## src/rtl/fetch_decode_pipe.sv

```systemverilog
// Pipeline front end: fetch PC register plus the F/D and D/X instruction latches.
// Applies one of hold / flush / bubble / advance per clock and counts bubbles and flushes.
module fetch_decode_pipe #(
  parameter int                     PC_WIDTH  = 32,
  parameter logic [PC_WIDTH-1:0]    RESET_PC  = '0,
  parameter int                     CNT_WIDTH = 16
) (
  input  logic                  clock,
  input  logic                  reset,
  input  logic [31:0]           imem_q,
  input  logic                  stall,
  input  logic                  md_busy,
  input  logic                  redirect,
  input  logic [PC_WIDTH-1:0]   redirect_pc,
  output logic [PC_WIDTH-1:0]   pc,
  output logic [PC_WIDTH-1:0]   pcFD,
  output logic [31:0]           instFD,
  output logic [PC_WIDTH-1:0]   pcDX,
  output logic [31:0]           instDX,
  output logic [CNT_WIDTH-1:0]  stall_cnt,
  output logic [CNT_WIDTH-1:0]  flush_cnt
);

  // Handshake: stall, redirect and md_busy are level signals sampled only at the
  // rising edge; there is no ready/acknowledge path back to the producers.
  typedef enum logic [1:0] {
    ACT_ADVANCE = 2'd0,
    ACT_BUBBLE  = 2'd1,
    ACT_FLUSH   = 2'd2,
    ACT_HOLD    = 2'd3
  } act_t;

  act_t                 act;
  logic [PC_WIDTH-1:0]  pc_inc;
  logic                 stall_sat;
  logic                 flush_sat;

  // md_busy freezes X, so a redirect seen during a hold reappears afterwards.
  always_comb begin
    act = ACT_ADVANCE;
    if (md_busy)       act = ACT_HOLD;
    else if (redirect) act = ACT_FLUSH;
    else if (stall)    act = ACT_BUBBLE;
  end

  assign pc_inc    = pc + PC_WIDTH'(1);
  assign stall_sat = &stall_cnt;
  assign flush_sat = &flush_cnt;

  always_ff @(posedge clock or posedge reset) begin
    if (reset) begin
      pc     <= RESET_PC;
      pcFD   <= '0;
      instFD <= '0;
      pcDX   <= '0;
      instDX <= '0;
    end else begin
      case (act)
        ACT_FLUSH: begin
          pc     <= redirect_pc;
          pcFD   <= '0;
          instFD <= '0;
          pcDX   <= '0;
          instDX <= '0;
        end
        ACT_BUBBLE: begin
          pcDX   <= '0;
          instDX <= '0;
        end
        ACT_ADVANCE: begin
          pc     <= pc_inc;
          pcFD   <= pc_inc;
          instFD <= imem_q;
          pcDX   <= pcFD;
          instDX <= instFD;
        end
        default: begin
          pc     <= pc;
          pcFD   <= pcFD;
          instFD <= instFD;
          pcDX   <= pcDX;
          instDX <= instDX;
        end
      endcase
    end
  end

  // Performance counters saturate at all-ones instead of wrapping.
  always_ff @(posedge clock or posedge reset) begin
    if (reset) begin
      stall_cnt <= '0;
      flush_cnt <= '0;
    end else begin
      if (act == ACT_BUBBLE && !stall_sat) stall_cnt <= stall_cnt + CNT_WIDTH'(1);
      if (act == ACT_FLUSH && !flush_sat)  flush_cnt <= flush_cnt + CNT_WIDTH'(1);
    end
  end

endmodule

```

## config.mk

```make
export PLATFORM = sky130hd
export DESIGN_NAME = fetch_decode_pipe
export DESIGN_NICKNAME = d
export VERILOG_FILES = /design/src/rtl/fetch_decode_pipe.sv
export SDC_FILE = /design/constraint.sdc
export NUM_CORES = 1
export LEC_CHECK = 0
export CAP_MARGIN = 10
export CORE_MARGIN = 1
export CORE_UTILIZATION = 35
export DETAILED_ROUTE_END_ITERATION = 10
export GPL_TIMING_DRIVEN = 0
export PLACE_DENSITY = 0.75
export SLEW_MARGIN = 20
export SYNTH_ARGS = -nofsm -noshare
export SYNTH_HDL_FRONTEND = slang
export SYNTH_SLANG_ARGS = --single-unit
```

## constraint.sdc

```tcl
create_clock -name clock -period 8.3 [get_ports clock]
set_clock_uncertainty 0.05 [all_clocks]
set_input_delay 0.83 -clock clock [delete_from_list [all_inputs] [get_ports clock]]
set_output_delay 0.83 -clock clock [all_outputs]
set_load 0.02 [all_outputs]
```

# Word level (Yosys, flattened, before mapping)
# Cells that the tools add are included.
# totals
out_inout_bits	192
regBits	192
# classes
n_mux	8
n_eq_ne	2
reduce_logical	10
add_sub_neg	3
# op_table
operator	n
$pmux W32 S2	5
$add A16 B1 Y16 const B	2
$add A32 B1 Y32 const B	1
$reduce_and A16 Y1	2
$mux W2	2
$reduce_bool A2 Y1	2
$eq A2 B1 Y1 const B	1
$eq A2 B2 Y1 const B	1
$logic_and A1 B1 Y1	2
$logic_not A1 Y1	2
$logic_not A2 Y1	1
$reduce_or A2 Y1	1
$mux W1	1

# Logic depth before layout (Yosys ltp)
# Gate-level depths: netlist (run 1).
# logic_depth
word_depth	6
depth_mapped	8
depth_no_buf	6

# Worst setup path before layout (run 1)
# Ideal clock, no wire load.
# synth_path
kind	input port to flip-flop
start	in redirect
end	reg pc[15]
path_stages	7
t_required_ps	8102
arrival_time_ps	2075
slack_ps	6027
path_buffers	4
cell_sequence	clkbuf_1 > or2_1 > clkbuf_1 > nor2_1 > buf_2 > clkbuf_1 > a311oi_1
# synth_via
elab_chain_len	4
elab_cells_between_ends	6
classes_between	1 x eq/ne; 3 x mux; 2 x reduce/logical
# synth_rtl
element	line	text
start: declaration	13	input logic redirect,
$mux W2 *	42	else if (redirect) act = ACT_FLUSH;
$mux W2 *	41	if (md_busy) act = ACT_HOLD;
$eq A2 B2 Y1 / $logic_not A2 Y1 (equally long branches)	58	case (act)
$pmux W32 S2 / $reduce_bool A2 Y1 (equally long branches)	n/a	
end signal: assignment	60	pc <= redirect_pc;
end signal: assignment	71	pc <= pc_inc;
end signal: assignment	78	pc <= pc;
end: declaration	15	output logic [PC_WIDTH-1:0] pc,
# Every way passes the cells marked *; elsewhere a longest branch is shown, timed or not.
# A chain may end at the register's enable or synchronous reset.

# Final worst setup path (run 1)
# layout_path
start	in stall
end	reg pcFD[12]
# layout_via
elab_chain_len	5
elab_cells_between_ends	7
classes_between	1 x eq/ne; 4 x mux; 2 x reduce/logical
# layout_rtl
element	line	text
start: declaration	11	input logic stall,
$mux W1 *	43	else if (stall) act = ACT_BUBBLE;
$mux W2 *	42	
$mux W2 *	41	
$eq A2 B2 Y1 / $logic_not A2 Y1 (equally long branches)	58	
$pmux W32 S2 / $reduce_bool A2 Y1 (equally long branches)	n/a	
end signal: assignment	72	pcFD <= pc_inc;
end signal: assignment	79	pcFD <= pcFD;
end: declaration	16	output logic [PC_WIDTH-1:0] pcFD,
# Marks and branches as above.

==> metrics.cfg, run 1 <==
[cts]
cts_setup_buffers=0
clk_latency_ns=0.44
root_buffer=clkbuf_16
htreeDepth=4
ctsHoldBuffers=0
cts_buffers=17
clock-sinks=192
cts.clk_slew.worst_paths_ns=0.08
cts_tree=yes
clock_path_buffers=2
cts_resized=0

[routing]
dr.pass1.iters=5
finalWirelength_um=26100
vias_per_cell=5.34
drc_errors=0
antenna_left=0
wire_per_inst_um=19.4
vias=7176
drt_iter0_drc=491

[sta]
fin_ws_ns=5.13
drv_slew=0
finalSetupViolations=0
tns_ns=0
max_freq_mhz=316
worstMarginPinSlew_ns=0.796
final.period_utilization=0.381
finalHoldViolCount=0
relSlewSlack=0.468
rsz0062_at_grt=no
layout_min_cycle_time_ns=3.17

[synthesis]
yosysSeqAreaShare=0.579
synth-edff-count=0
syn_inst=737
synth_seq_cells=192
postSynthAreaPerCell_um2=11.3
synth_top_area_share=0.579
yosysTopAreaCell=dfrtp_1
syn_nets=809
yosys-top-cells-count=dfrtp_1, a22o_1, nand2_1
async_reset_ff_frac=1.00
synthTopCellsByArea=dfrtp_1, a22o_1, xnor2_1, nand2_1, nand3_1
synth_warnings=0
yosysMostFrequentCell=dfrtp_1
synth_ff_type=dfrtp_1
yosysUniqueCellTypes=54
synthesis.area_um2=8300

[global_route]
grt_use_total=0.220
grt_max_degree=98
grt_pass1_wl_um=40800
antenna_found_initial=2
grt_pass1_vias=7106
grt_overflow=0

[floorplan]
io_pins=261
die_h_um=156
die_w_um=156
start_util=0.362
dieArea_um2=24300
rows=55
core_area_um2=22900

[power_and_ir_drop]
clock_power_share=0.334
intPower_w=0.00169
power.density_nw_per_um2=209
p_switching_w=0.000806
pwr-share-comb=0.216
seqPwrFrac=0.450
vdd_drop_max_v=0.000177
swShare=0.323
p_leak_nw=5.03

[placed_design]
place_inst=1310
dpl-instance-area_um2=11300
portBuffers=259
gp_congestion=0.894
pre_cts_ws_ns=4.69
dpl.hpwl_um=19000

[run]
maxCapViolations=0

[critical_path]
crit_required_ns=8.62
cp_max_fo=10
max_stage_delay_ns=0.66
crit_buf_inv=5
crit_chain=clkdlybuf4s50_1 -> buf_2 -> inv_1 -> o21bai_1 -> clkbuf_1 -> clkbuf_1 -> nand2_1 -> nand3_1
crit_slowest_cell=o21bai_1
cp_top_family=buffers and inverters
crit_type=input port to flop
end_kind=flop
cpMostUsedCell=clkbuf_1
arrival_ns=3.48
critPathLaunchType=input port

[outcome]
status=finished clean

[worst_hold_path]
hold_path_class=flop to flop

[layout]
fin_cells=1344
nets=1088
design_area_um2=11900
drive_above_1_share=0.0593
synthToLayoutAreaGrowth_pct=43.7

==> metrics by stage <==
stage	hold slack (ns)	util	total power [W]
final	0.453	0.521	0.00249
after CTS	0.454	0.520	0.00252
after floorplan	0.537	-	0.00139
after global routing	0.471	0.520	0.00261
after global placement	0.430	0.492	0.00167
after detailed placement	0.437	0.494	0.00168
==> logic make-up (layout without fill, tap and decap cells) <==
group / Yosys count / count (layout) / share of synthesized area
other cells: 0 / 2 / 0
simple gates: 215 / 215 / 0.136
fa+ha+maj: 3 / 3 / 0.00452
flops: 192 / 192 / 0.579
mux: 6 / 6 / 0.00769
xor+xnor: 50 / 50 / 0.0528
buf+inv: 59 / 351 / 0.0295
compound gates: 212 / 212 / 0.190
==> power by group through the flow <==
stage / Clock, W / Combinational, W / Sequential, W
floorplan: 0 / 0.000166 / 0.00122
global placement: 0 / 0.000532 / 0.00114
detailed placement: 0 / 0.000541 / 0.00114
CTS: 0.000853 / 0.000543 / 0.00112
global route: 0.000891 / 0.000576 / 0.00114
finish: 0.000833 / 0.000538 / 0.00112
==> metal layers <==
| layer | global-route usage | part of all wire | vias up |
|---|---|---|---|
| met1 | 0.291 | 0.43 | 3583 |
| met4 | 0.0602 | 0.020 | 0 |
| met2 | 0.349 | 0.47 | 277 |
| li1 | - | - | 3287 |
| met3 | 0.0647 | 0.084 | 29 |
| met5 | 0 | 0 | - |
==> flip-flops by register name, summed over array words and instances, names as in the netlist <==
register,count
flush_cnt,16
instDX,32
instFD,32
pc,32
pcDX,32
pcFD,32
stall_cnt,16
==> final timing paths <==
path / slack (ns) / endpoint / cells after the start / start
min in group asynchronous: 0.84 / stall_cnt[14] / 2 / reset
setup / recovery: 5.13 / pcFD[12] / 8 / stall
hold / removal: 0.45 / flush_cnt[5] / 1 / flush_cnt[5]
max in group asynchronous: 6.42 / instFD[18] / 3 / reset
setup reg to reg: 5.75 / pc[30] / 6 / pc[0]
hold reg to reg: 0.45 / flush_cnt[5] / 1 / flush_cnt[5]
==> layout make-up <==
class	count	area, um2
flip-flops and latches	192	4800
well taps	313	392
multi-input cells	486	3250
diodes	2	5.00
inverters	5	26.3
repair buffers	260	2620
clock inverters	14	166
plain buffers	54	226
clock buffers	18	439
fillers	2082	11000
==> layout by cell type, fill, tap and decap left out, types with 3 or more instances in the layout <==
cell             instances
a22oi_1                  5
nand2_1                 61
or3_1                    4
nand2b_1                 3
o311ai_1                 3
o22ai_1                  4
clkbuf_1                37
clkbuf_16               17
nand4_1                 22
nor3_1                  13
inv_6                    3
mux2i_1                  3
o211ai_1                 5
nor2_1                  34
a31oi_1                  3
a21oi_1                 17
clkinv_8                 5
a22o_1                 101
nor2b_1                  3
dfrtp_1                192
inv_1                    4
and2_1                   6
nor3b_1                  4
a311oi_1                 6
xor2_1                  17
and3_1                  10
buf_2                   13
xnor2_1                 33
o21ai_1                 13
inv_8                    4
clkdlybuf4s50_1        259
nand3_1                 33
and4_1                  11
ha_1                     3
a211oi_1                 8
o21ai_0                 33
(Power assumes the default switching activity.)
==> run 2, diff against run 1 <==
- clock period: 8.3 -> 3.3 ns (I/O delays scaled with it)
==> metrics.cfg, run 2 (synthesized netlist as in run 1, its figures left out) <==
[cts]
htreeDepth=4
root_buffer=clkbuf_16
cts_tree=yes
cts_setup_buffers=0
cts.clk_slew.worst_paths_ns=0.07
clock_path_buffers=2
ctsHoldBuffers=0
cts_resized=0
clk_latency_ns=0.43
cts_buffers=17
clock-sinks=192

[placed_design]
portBuffers=259
place_inst=1315
dpl.hpwl_um=19700
gp_congestion=0.887
pre_cts_ws_ns=0.200

[sta]
finalHoldViolCount=0
drv_slew=0
tns_ns=0
rsz0062_at_grt=no
fin_ws_ns=0.636
relSlewSlack=0.500
worstMarginPinSlew_ns=0.748
layout_min_cycle_time_ns=2.66
max_freq_mhz=375
final.period_utilization=0.807
finalSetupViolations=0

[critical_path]
r2r_setup_slack_ns=0.75
rr_worst_depth=6
r2r-end=pc[30]
r2r-start=pc[0]
arrival_ns=2.89
cp_max_fo=10
end_kind=flop
worstSetupEndpoint=pc[15]
startpoint=stall
crit_required_ns=3.52
crit_type=input port to flop
critPathLaunchType=input port

[layout]
fin_cells=1348
multi_input_area_um2=3250
ff_latch_area_um2=4800
final_common_cell=clkdlybuf4s50_1
fillers=2100
synthToLayoutAreaGrowth_pct=44.7
nets=1093
layout_common_cells=clkdlybuf4s50_1, dfrtp_1, a22o_1
drive_above_1_share=0.0629
utilization=0.524

[global_route]
grt_overflow=0
grt_use_total=0.219
grt_pass1_wl_um=40600
grt_max_degree=35
antenna_found_initial=2
grt_pass1_vias=7061

[floorplan]
core_area_um2=22900
io_pins=261
start_util=0.362
die_h_um=156
dieArea_um2=24300
die_w_um=156
rows=55

[routing]
antenna_left=0
vias=7201
wire_per_inst_um=19.6
vias_per_cell=5.34
finalWirelength_um=26400
drc_errors=0
drt_iter0_drc=515
dr.pass1.iters=5

[power_and_ir_drop]
power.density_nw_per_um2=522
p_leak_nw=5.06
vdd_drop_max_v=0.000372

[worst_hold_path]
hold_path_class=input port to asynchronous set/reset pin

[run]
maxCapViolations=0

[outcome]
status=finished clean

==> run 2: area by class of cell <==
cell class              count  share of cell area
plain buffers              54              0.0189
diodes                      1            0.000208
flip-flops and latches    192               0.400
inverters                   5             0.00188
repair buffers            265               0.226
multi-input cells         486               0.271
clock inverters            14              0.0136
clock buffers              18              0.0357
well taps                 313              0.0326
==> run 2: critical path: stages <==
cell and delay, ns:
clkdlybuf4s50_1 0.42, buf_2 0.21, or2_1 0.23, clkbuf_1 0.20
nor2_1 0.37, buf_2 0.36, clkbuf_1 0.57, a311oi_1 0.19
==> run 2: metrics by stage <==
step	hold slack (ns)	power, W	instance area (um2)
2_1_floorplan	0.396	0.00349	8300
5_1_grt	0.335	0.00656	12000
4_1_cts	0.309	0.00633	12000
6_report	0.302	0.00626	12000
3_3_place_gp	0.430	0.00420	11300
3_5_place_dp	0.438	0.00424	11400
==> run 2: layer usage <==
layer,GRT usage,vias to the layer above,share of wire
li1,-,3308,-
met1,0.294,3562,0.43
met2,0.347,299,0.47
met3,0.0581,30,0.081
met4,0.0644,2,0.020
met5,0,-,0.00049
==> run 2: where the power goes <==
| part | switching (W) | internal [W] |
|---|---|---|
| clock network | 0.00105 | 0.00102 |
| logic | 0.000715 | 0.000652 |
| registers | 0.000264 | 0.00256 |
| total | 0.00203 | 0.00424 |
==> run 2: worst min path at each step <==
stage | from | end | slack [ns] | depth (start not counted)
after global routing | reset | pc[29] | 0.34 | 2
final | reset | pcDX[10] | 0.30 | 2
after detailed placement | flush_cnt[5] | flush_cnt[5] | 0.44 | 1
after global placement | stall_cnt[7] | stall_cnt[7] | 0.43 | 1
after CTS | reset | pcDX[10] | 0.31 | 2
after floorplan | redirect_pc[27] | pc[27] | 0.40 | 2
==> run 3, diff against run 2 <==
- PLACE_DENSITY: 0.75 -> 0.77
- clock period: 3.3 -> 2.2 ns (I/O delays scaled with it)
==> metrics.cfg, run 3 (synthesized netlist as in run 1, its figures left out) <==
[outcome]
status=finished clean

[layout]
final_common_cell=clkdlybuf4s50_1
drive_above_1_share=0.0846
design_area_um2=12100
nets=1099
synthToLayoutAreaGrowth_pct=46.0
fillers=2035
layout_common_cells=clkdlybuf4s50_1, dfrtp_1, a22o_1

[global_route]
grt_use_total=0.222
antenna_found_initial=1
grt_max_degree=34
grt_pass1_vias=7135
grt_pass1_wl_um=41300
grt_overflow=0

[cts]
cts_tree=yes
root_buffer=clkbuf_16
clk_latency_ns=0.44
htreeDepth=4
cts.clk_slew.worst_paths_ns=0.07
cts_buffers=17
clock_path_buffers=2
clock-sinks=192

[placed_design]
dpl.hpwl_um=19900
dpl-instance-area_um2=11400
gp_congestion=0.904
portBuffers=259

[critical_path]
cp_max_fo=9
critPathLaunchType=flop
crit_type=flop to flop
cp.depth=6
end_kind=flop
crit_buf_inv=1
crit_required_ns=2.48
arrival_ns=2.38
crit_chain=buf_2 -> nand4_1 -> nor4_4 -> and3_1 -> a211oi_1 -> a311oi_1
cp_top_family=simple AND/OR/NAND/NOR gates
rr_worst_depth=6
crit_slowest_cell=nor4_4
max_stage_delay_ns=0.59

[power_and_ir_drop]
fin_total_pwr_w=0.00933
p_leak_nw=5.14
power.density_nw_per_um2=770
vdd_drop_max_v=0.000573

[sta]
finalSetupViolations=0
layout_min_cycle_time_ns=2.10
max_freq_mhz=477
tns_ns=0
final.period_utilization=0.952
holdWs_ns=0.318
rsz0062_at_grt=yes
worstMarginPinSlew_ns=0.717
finalHoldViolCount=0
relSlewSlack=0.522
drv_slew=0

[routing]
vias=7213
finalWirelength_um=26600
drt_iter0_drc=497
drc_errors=0
wire_per_inst_um=19.6
vias_per_cell=5.32
antenna_left=0
dr.pass1.iters=5

[worst_hold_path]
hold_path_class=input port to flop
hold_depth=3

[floorplan]
rows=55
die_w_um=156
core_area_um2=22900
start_util=0.362
die_h_um=156
dieArea_um2=24300
io_pins=261

[run]
maxCapViolations=0

==> run 3: changes by cell type in the layout (fill, tap and decap cells not counted), moves of 2 or more <==
| cell | change |
|---|---|
| buf_2 | +2 |
| nor3b_1 | -2 |
| inv_8 | -2 |
| clkinv_8 | -4 |
| dfrtp_1 | -2 |
| clkinv_2 | +2 |
| diode_2 | +2 |
| nor3_1 | -3 |
| clkbuf_1 | -7 |
| dfrtp_2 | +2 |
| clkbuf_2 | +6 |
| nor3_2 | +3 |
| buf_4 | +4 |
==> run 3: final timing paths <==
path,start,end,slack [ns]
max in group asynchronous,reset,instDX[21],0.58
setup / recovery,pc[2],pc[15],0.10
hold / removal,redirect_pc[28],pc[28],0.32
setup reg to reg,pc[2],pc[15],0.10
hold reg to reg,pcDX[5],pcDX[5],0.45
min in group asynchronous,reset,pcDX[10],0.53
==> run 3: worst register-to-register path: stages, from the launching register on <==
cell	delay, ns
dfrtp_1	0.35
buf_2	0.20
nand4_1	0.18
nor4_4	0.59
and3_1	0.32
a211oi_1	0.10
a311oi_1	0.21
==> run 3: power by group <==
group	internal [W]	leakage [nW]	switching, W
logic	0.000990	2.32	0.00109
clock network	0.00161	0.275	0.00140
registers	0.00385	2.55	0.000401
==> run 3: layout make-up <==
type                            instances  area [um2]  share of cell area
Timing Repair Buffer                  271        2780               0.229
Clock buffer                           19         443              0.0365
Inverter                                5        22.5             0.00186
Antenna cell                            3        7.51            0.000619
Buffer                                 54         236              0.0195
Multi-Input combinational cell        486        3310               0.273
Clock inverter                         13         125              0.0103
Sequential cell                       192        4810               0.397
Tap cell                              313         392              0.0323
==> run 3: repair_timing <==
action | CTS | global route
hold endpoints to repair | 1 | 0
hold buffers | 1 | 0
resized for setup | 13 | 11
endpoints found under the setup margin | 81 | 94
pin swaps | 2 | 1
setup buffers | 4 | 0
==> run 3: per-stage QoR <==
stage | worst slack, ns | instances | utilization
global placement | -2.16 | 1309 | 0.493
finish | 0.105 | 1356 | 0.529
global route | -0.0130 | 1353 | 0.529
floorplan | -0.546 | 737 | -
detailed placement | -0.945 | 1316 | 0.499
CTS | 0.00299 | 1353 | 0.527
==> run 3: metal layers <==
layer | vias to the layer above | track usage | part of all wire
li1 | 3314 | - | -
met1 | 3588 | 0.300 | 0.44
met2 | 287 | 0.347 | 0.47
met3 | 24 | 0.0631 | 0.078
met4 | 0 | 0.0635 | 0.014
met5 | - | 0 | 0
